**src/rtl/mcycle_seq_if.sv**
```systemverilog
// Sequencer handshake bundle: control inputs from decode/memory, timing outputs to address/decode logic.
interface mcycle_seq_if #(
    parameter int unsigned N_STATES = 6,
    parameter int unsigned CYC_W    = 2
);
    localparam int unsigned SW = $clog2(N_STATES + 1);

    logic [CYC_W-1:0] instr_cycles;
    logic             fetch_ready;
    logic             skip_fetch;
    logic             hold_req;
    logic [SW-1:0]    state_idx;
    logic             phase;
    logic             ALE;
    logic             PSEN;
    logic             opcode_latch;
    logic             data_latch;
    logic             decode_strobe;
    logic             pc_inc;
    logic [CYC_W-1:0] cycle_cnt;
    logic             instr_done;
    logic             hold_ack;

    modport master (
        output instr_cycles, fetch_ready, skip_fetch, hold_req,
        input  state_idx, phase, ALE, PSEN, opcode_latch, data_latch,
        input  decode_strobe, pc_inc, cycle_cnt, instr_done, hold_ack
    );

    modport slave (
        input  instr_cycles, fetch_ready, skip_fetch, hold_req,
        output state_idx, phase, ALE, PSEN, opcode_latch, data_latch,
        output decode_strobe, pc_inc, cycle_cnt, instr_done, hold_ack
    );
endinterface

```
**src/rtl/mcycle_seq.sv**
```systemverilog
// Parametrised MCU51 machine-cycle sequencer: state/phase timing, fetch strobes,
// wait states, dummy-fetch suppression, cycle counting and hold handshake.
module mcycle_seq #(
    parameter int unsigned CLK_PER_PHASE = 1,
    parameter int unsigned N_STATES      = 6,
    parameter int unsigned CYC_W         = 2
) (
    input  logic       clk,
    input  logic       reset,
    mcycle_seq_if.slave bus
);
    localparam int unsigned SW = $clog2(N_STATES + 1);
    localparam int unsigned TW = (CLK_PER_PHASE > 1) ? $clog2(CLK_PER_PHASE) : 1;
    localparam int unsigned K  = N_STATES / 2;

    localparam logic [TW-1:0] TC_LAST = TW'(CLK_PER_PHASE - 1);
    localparam logic [SW-1:0] S_LAST  = SW'(N_STATES);
    localparam logic [SW-1:0] S_K     = SW'(K);
    localparam logic [SW-1:0] S_ONE   = SW'(1);
    localparam logic [SW-1:0] S_TWO   = SW'(2);

    typedef enum logic {RUN = 1'b0, HOLD = 1'b1} mode_t;

    mode_t            mode_q, mode_d;
    logic [SW-1:0]    st_q, st_d;
    logic             ph_q, ph_d;
    logic [TW-1:0]    tc_q, tc_d;
    logic             first_q, first_d;
    logic             skip_q, skip_d;
    logic [CYC_W-1:0] cnt_q, cnt_d;
    logic [SW-1:0]    loc_q, loc_d;
    logic             fetch_d, latch_d, done_d, ale_d, op_d;
    logic             ale_q, psen_q, op_q, dat_q, dec_q, pc_q, done_q;

    // Next position and the registered output values for the clock being entered.
    always_comb begin
        mode_d  = mode_q;
        st_d    = st_q;
        ph_d    = ph_q;
        tc_d    = tc_q;
        first_d = first_q;
        skip_d  = skip_q;
        cnt_d   = cnt_q;
        loc_q   = (st_q > S_K) ? st_q - S_K : st_q;

        if (mode_q == HOLD) begin
            if (!bus.hold_req) begin
                mode_d  = RUN;
                st_d    = S_ONE;
                ph_d    = 1'b0;
                tc_d    = '0;
                first_d = 1'b1;
            end
        end else if (tc_q != TC_LAST) begin
            tc_d = tc_q + TW'(1);
        end else begin
            tc_d = '0;
            if (!ph_q) begin
                ph_d = 1'b1;
            end else if (loc_q == S_K && !skip_q && !(op_q || dat_q)) begin
                ph_d = 1'b0;  // wait state: replay LK P1
            end else begin
                ph_d = 1'b0;
                if (st_q == S_LAST) begin
                    st_d = S_ONE;
                    if (done_q) begin
                        first_d = 1'b1;
                        if (bus.hold_req) begin
                            mode_d = HOLD;
                            st_d   = '0;
                        end
                    end else begin
                        first_d = 1'b0;
                        cnt_d   = cnt_q - CYC_W'(1);
                    end
                end else begin
                    st_d = st_q + S_ONE;
                end
            end
        end

        if (op_q) cnt_d = bus.instr_cycles;

        loc_d = (st_d > S_K) ? st_d - S_K : st_d;
        if (mode_d == RUN && loc_d == S_ONE && !ph_d && tc_d == '0)
            skip_d = bus.skip_fetch && !(first_d && st_d <= S_K);

        fetch_d = (mode_d == RUN) && (loc_d == S_K) && !skip_d;
        latch_d = fetch_d && ph_d && (tc_d == TC_LAST) && bus.fetch_ready;
        op_d    = latch_d && first_d && (st_d <= S_K);
        done_d  = (mode_d == RUN) && (st_d == S_LAST) && ph_d && (tc_d == TC_LAST)
                  && (latch_d || skip_d) && (cnt_d == '0);
        ale_d   = (mode_d == RUN) && ((loc_d == S_ONE && ph_d) || (loc_d == S_TWO && !ph_d));
    end

    always_ff @(posedge clk or negedge reset) begin
        if (!reset) begin
            mode_q  <= RUN;
            st_q    <= S_ONE;
            ph_q    <= 1'b0;
            tc_q    <= '0;
            first_q <= 1'b1;
            skip_q  <= 1'b0;
            cnt_q   <= '0;
            ale_q   <= 1'b0;
            psen_q  <= 1'b1;
            op_q    <= 1'b0;
            dat_q   <= 1'b0;
            dec_q   <= 1'b0;
            pc_q    <= 1'b0;
            done_q  <= 1'b0;
        end else begin
            mode_q  <= mode_d;
            st_q    <= st_d;
            ph_q    <= ph_d;
            tc_q    <= tc_d;
            first_q <= first_d;
            skip_q  <= skip_d;
            cnt_q   <= cnt_d;
            ale_q   <= ale_d;
            psen_q  <= !fetch_d;
            op_q    <= op_d;
            dat_q   <= latch_d && !op_d;
            dec_q   <= op_q;
            pc_q    <= latch_d;
            done_q  <= done_d;
        end
    end

    assign bus.state_idx     = st_q;
    assign bus.phase         = ph_q;
    assign bus.ALE           = ale_q;
    assign bus.PSEN          = psen_q;
    assign bus.opcode_latch  = op_q;
    assign bus.data_latch    = dat_q;
    assign bus.decode_strobe = dec_q;
    assign bus.pc_inc        = pc_q;
    assign bus.cycle_cnt     = cnt_q;
    assign bus.instr_done    = done_q;
    assign bus.hold_ack      = (mode_q == HOLD);
endmodule

```
**src/flat_wrapper.sv**
```systemverilog
// flat-port wrapper written by rule: the top's interface ports become plain ports
module mcycle_seq_flat 
#(
    parameter int unsigned CLK_PER_PHASE = 1,
    parameter int unsigned N_STATES      = 6,
    parameter int unsigned CYC_W         = 2
)
  (clk, reset, bus_instr_cycles, bus_fetch_ready, bus_skip_fetch, bus_hold_req, bus_state_idx, bus_phase, bus_ALE, bus_PSEN, bus_opcode_latch, bus_data_latch, bus_decode_strobe, bus_pc_inc, bus_cycle_cnt, bus_instr_done, bus_hold_ack);
  mcycle_seq_if #(.N_STATES(N_STATES), .CYC_W(CYC_W)) bus_i ();
  input  logic clk;
  input  logic reset;
  input wire logic [$bits(bus_i.instr_cycles)-1:0] bus_instr_cycles;
  input wire logic [$bits(bus_i.fetch_ready)-1:0] bus_fetch_ready;
  input wire logic [$bits(bus_i.skip_fetch)-1:0] bus_skip_fetch;
  input wire logic [$bits(bus_i.hold_req)-1:0] bus_hold_req;
  output wire logic [$bits(bus_i.state_idx)-1:0] bus_state_idx;
  output wire logic [$bits(bus_i.phase)-1:0] bus_phase;
  output wire logic [$bits(bus_i.ALE)-1:0] bus_ALE;
  output wire logic [$bits(bus_i.PSEN)-1:0] bus_PSEN;
  output wire logic [$bits(bus_i.opcode_latch)-1:0] bus_opcode_latch;
  output wire logic [$bits(bus_i.data_latch)-1:0] bus_data_latch;
  output wire logic [$bits(bus_i.decode_strobe)-1:0] bus_decode_strobe;
  output wire logic [$bits(bus_i.pc_inc)-1:0] bus_pc_inc;
  output wire logic [$bits(bus_i.cycle_cnt)-1:0] bus_cycle_cnt;
  output wire logic [$bits(bus_i.instr_done)-1:0] bus_instr_done;
  output wire logic [$bits(bus_i.hold_ack)-1:0] bus_hold_ack;
  assign bus_i.instr_cycles = bus_instr_cycles;
  assign bus_i.fetch_ready = bus_fetch_ready;
  assign bus_i.skip_fetch = bus_skip_fetch;
  assign bus_i.hold_req = bus_hold_req;
  assign bus_state_idx = bus_i.state_idx;
  assign bus_phase = bus_i.phase;
  assign bus_ALE = bus_i.ALE;
  assign bus_PSEN = bus_i.PSEN;
  assign bus_opcode_latch = bus_i.opcode_latch;
  assign bus_data_latch = bus_i.data_latch;
  assign bus_decode_strobe = bus_i.decode_strobe;
  assign bus_pc_inc = bus_i.pc_inc;
  assign bus_cycle_cnt = bus_i.cycle_cnt;
  assign bus_instr_done = bus_i.instr_done;
  assign bus_hold_ack = bus_i.hold_ack;
  mcycle_seq #(.CLK_PER_PHASE(CLK_PER_PHASE), .N_STATES(N_STATES), .CYC_W(CYC_W)) u_core (.clk(clk), .reset(reset), .bus(bus_i));
endmodule
```
**config.mk**
```make
export PLATFORM = sky130hd
export DESIGN_NAME = mcycle_seq_flat
export DESIGN_NICKNAME = d
export VERILOG_FILES = /design/src/rtl/mcycle_seq_if.sv /design/src/rtl/mcycle_seq.sv /design/src/flat_wrapper.sv
export SDC_FILE = /design/constraint.sdc
export NUM_CORES = 1
export LEC_CHECK = 0
export CAP_MARGIN = 20
export CELL_PAD_IN_SITES_DETAIL_PLACEMENT = 1
export CELL_PAD_IN_SITES_GLOBAL_PLACEMENT = 1
export CORE_UTILIZATION = 29
export CTS_CLUSTER_DIAMETER = 100
export CTS_CLUSTER_SIZE = 10
export DETAILED_ROUTE_END_ITERATION = 6
export PLACE_DENSITY = 0.63
export SKIP_CTS_REPAIR_TIMING = 1
export SYNTH_ARGS = -nofsm -noshare
export SYNTH_HDL_FRONTEND = slang
export SYNTH_SLANG_ARGS = --single-unit
```
**constraint.sdc**
```tcl
create_clock -name clk -period 8.4 [get_ports clk]
set_input_delay 0.84 -clock clk [delete_from_list [all_inputs] [get_ports clk]]
set_output_delay 0.84 -clock clk [all_outputs]
set_load 0.05 [all_outputs]
```
==> run metrics <==
Worst-Skew Late Latency 260 ps; worst clock skew 1.91 ps; DRT iter0 DRCs 46; vias in the first global route 972; row cnt 22; EDFF count, synth 0; Setup Viol. Count Final 0; initial antenna violation count 0; Peak Freq 0.248 GHz; Routed WL 2970 um; Finished Layout Cells 187; area growth from synthesis to layout 23.6%; wire per inst 15.9 um; via count 935; max reg flops 3; hold_ws 527 ps; most used routing layer met2; synth top area cells dfrtp_1 (30%), dfstp_2 (6.7%), ha_1 (6.4%), a21oi_1 (3.4%), o21ai_0 (3.4%); largest net degree at the start of global routing 18; TritonCTS clock tree built; post-route ant nets 0; dominant synthesized flop cell dfrtp_1; FILL cells 430; Period Utilization, post-route 48.0%; Startpoint Class flop; CP max stage cell dfstp_2; first-pass GRT wire length 4860 um; total congestion overflow 0; Hold Crit Class flop to flop; DR vias/cell 5.00; RSZ-0062 raised after global routing no; area share of the leading cell type in the synthesized netlist 29.9%; Distinct cells, synth 48; GR met1 Demand/Resource 20.0%; Routability Congestion 0.778; Syn Inst Count 119; Avg Cell Area, Syn 9.84 um2; all-layer global routing usage 15.2%; post-synthesis sequential area ratio 36.6%; worst path required time 8580 ps; htree depth 1; Worst Path Class, Setup flop to flop; total negative setup slack 0 ps; synth warn 0; GRT met3 Usage 1.04%; status finished clean; Slew HR 47.3%; Worst-path clk slew 70 ps; Critical Path Start u_core.bus.state_idx[0]; CP most frequent cell ha_1; grt met2 use 25.6%; cell taking the most area after synthesis dfrtp_1; worst path cell trace ha_1 > ha_1 > nor4b_4 > a22oi_4 > a31oi_1 > inv_1 > ha_1 > ha_1 > or4_4 > a21oi_4 > nand4_2 > a31oi_2; # IOs 21; worst path arrival time 4220 ps; DP Cell Count 183; Sink Count 17; core area 3770 um2; cts bufs inserted 3; antenna diode count 0; crit-path max FO 10; Die H 65.6 um; clk root buf clkbuf_8; die area 4300 um2; DRC 0; Fin. Hold Viols 0; Min-Delay Startpoint u_core.first_q; Final min period 4030 ps; Die X-Extent 65.6 um; clk buf depth 2; Worst Tran Pin Value 788 ps; Initial DRT Pass Iterations 4; max-cap violations 0; most common cell in the netlist dfrtp_1; async set-reset flop share out of synthesis 100%; cell area after synthesis 1170 um2; fin nets 153; critical path capture point type flop; Slew Viols, Final 0; Starting Density 31.1%; HPWL after DPL 2330 um; CP max stage delay 610 ps; Synth Net Count 132; share of cells above drive strength 1 16.5%; Port-buffer cells 20; FF-to-FF Start u_core.bus.state_idx[0]; Synth Register Bits 17; top cells by count, synth dfrtp_1 (14), inv_1 (9), nand2_1 (9)
==> through the flow <==
stage	cell area [um2]	util, %	setup WS [ps]
after floorplan	1170	-	4570
after global placement	1400	37.2	4590
after detailed placement	1400	37.2	4400
after CTS	1450	38.4	4360
after global routing	1450	38.4	4150
final	1450	38.4	4370
==> cells in the final DEF (no fill, tap or decap), types with 3 or more instances in the layout <==
| cell | netlist | routed |
|---|---|---|
| a21oi_1 | 8 | 8 |
| clkbuf_8 | 0 | 3 |
| clkdlybuf4s50_1 | 0 | 20 |
| dfrtp_1 | 14 | 14 |
| dfstp_2 | 3 | 3 |
| ha_1 | 6 | 6 |
| inv_1 | 9 | 9 |
| nand2_1 | 9 | 9 |
| nor2_1 | 7 | 7 |
| nor2b_1 | 3 | 3 |
| nor3_1 | 5 | 5 |
| o211ai_1 | 4 | 4 |
| o21ai_0 | 8 | 8 |
==> layer usage <==
| layer | wire length [um] | part of all wire (%) | vias up |
|---|---|---|---|
| met5 | 0 | 0 | - |
| met4 | 36 | 1.2 | 0 |
| met3 | 50 | 1.7 | 2 |
| met2 | 1480 | 50 | 13 |
| met1 | 1410 | 47 | 452 |
| li1 | - | - | 468 |
==> kinds of logic (layout without fill, tap and decap cells) <==
kind of cell             count (synthesis)  in the layout  share of synthesized area, %
AND/OR/NAND/NOR                         44             44                          25.7
AO/OA/AOI/OAI                           34             34                          22.8
flip-flops                              17             17                          36.6
buffers and inverters                   15             35                          6.09
adder cells (fa/ha/maj)                  6              6                          6.41
XOR/XNOR                                 2              2                          1.50
multiplexers                             1              1                         0.855
==> worst paths after layout <==
| path | end | slack (ps) | cells after the start |
|---|---|---|---|
| min in group asynchronous | u_core.bus.ALE | 1040 | 1 |
| max | u_core.bus.instr_done | 4370 | 12 |
| max reg2reg | u_core.bus.instr_done | 4370 | 12 |
| max in group asynchronous | u_core.bus.decode_strobe | 6870 | 1 |
| min | u_core.first_q | 530 | 2 |
| min reg2reg | u_core.first_q | 530 | 2 |
==> area by class of cell <==
class                      count  area, um2  share of cell area (%)
clock buffer                   3       41.3                    2.85
clock inverter                 1       5.00                   0.346
inverter                      11       41.3                    2.85
multi-input combinational     87        671                    46.3
sequential                    17        429                    29.6
tap                           48       60.1                    4.15
timing repair buffer          20        200                    13.8
==> critical path, delay by kind of cell, from the launching register on <==
family	cells	cell delay (ps)
flops	1	610
fa+ha+maj	4	1010
simple gates	3	1110
compound gates	4	1050
buf+inv	1	180
Power is left out: the tool's default activity adds up to more than one toggle a clock period on the data nets, which glitch-free logic cannot reach.
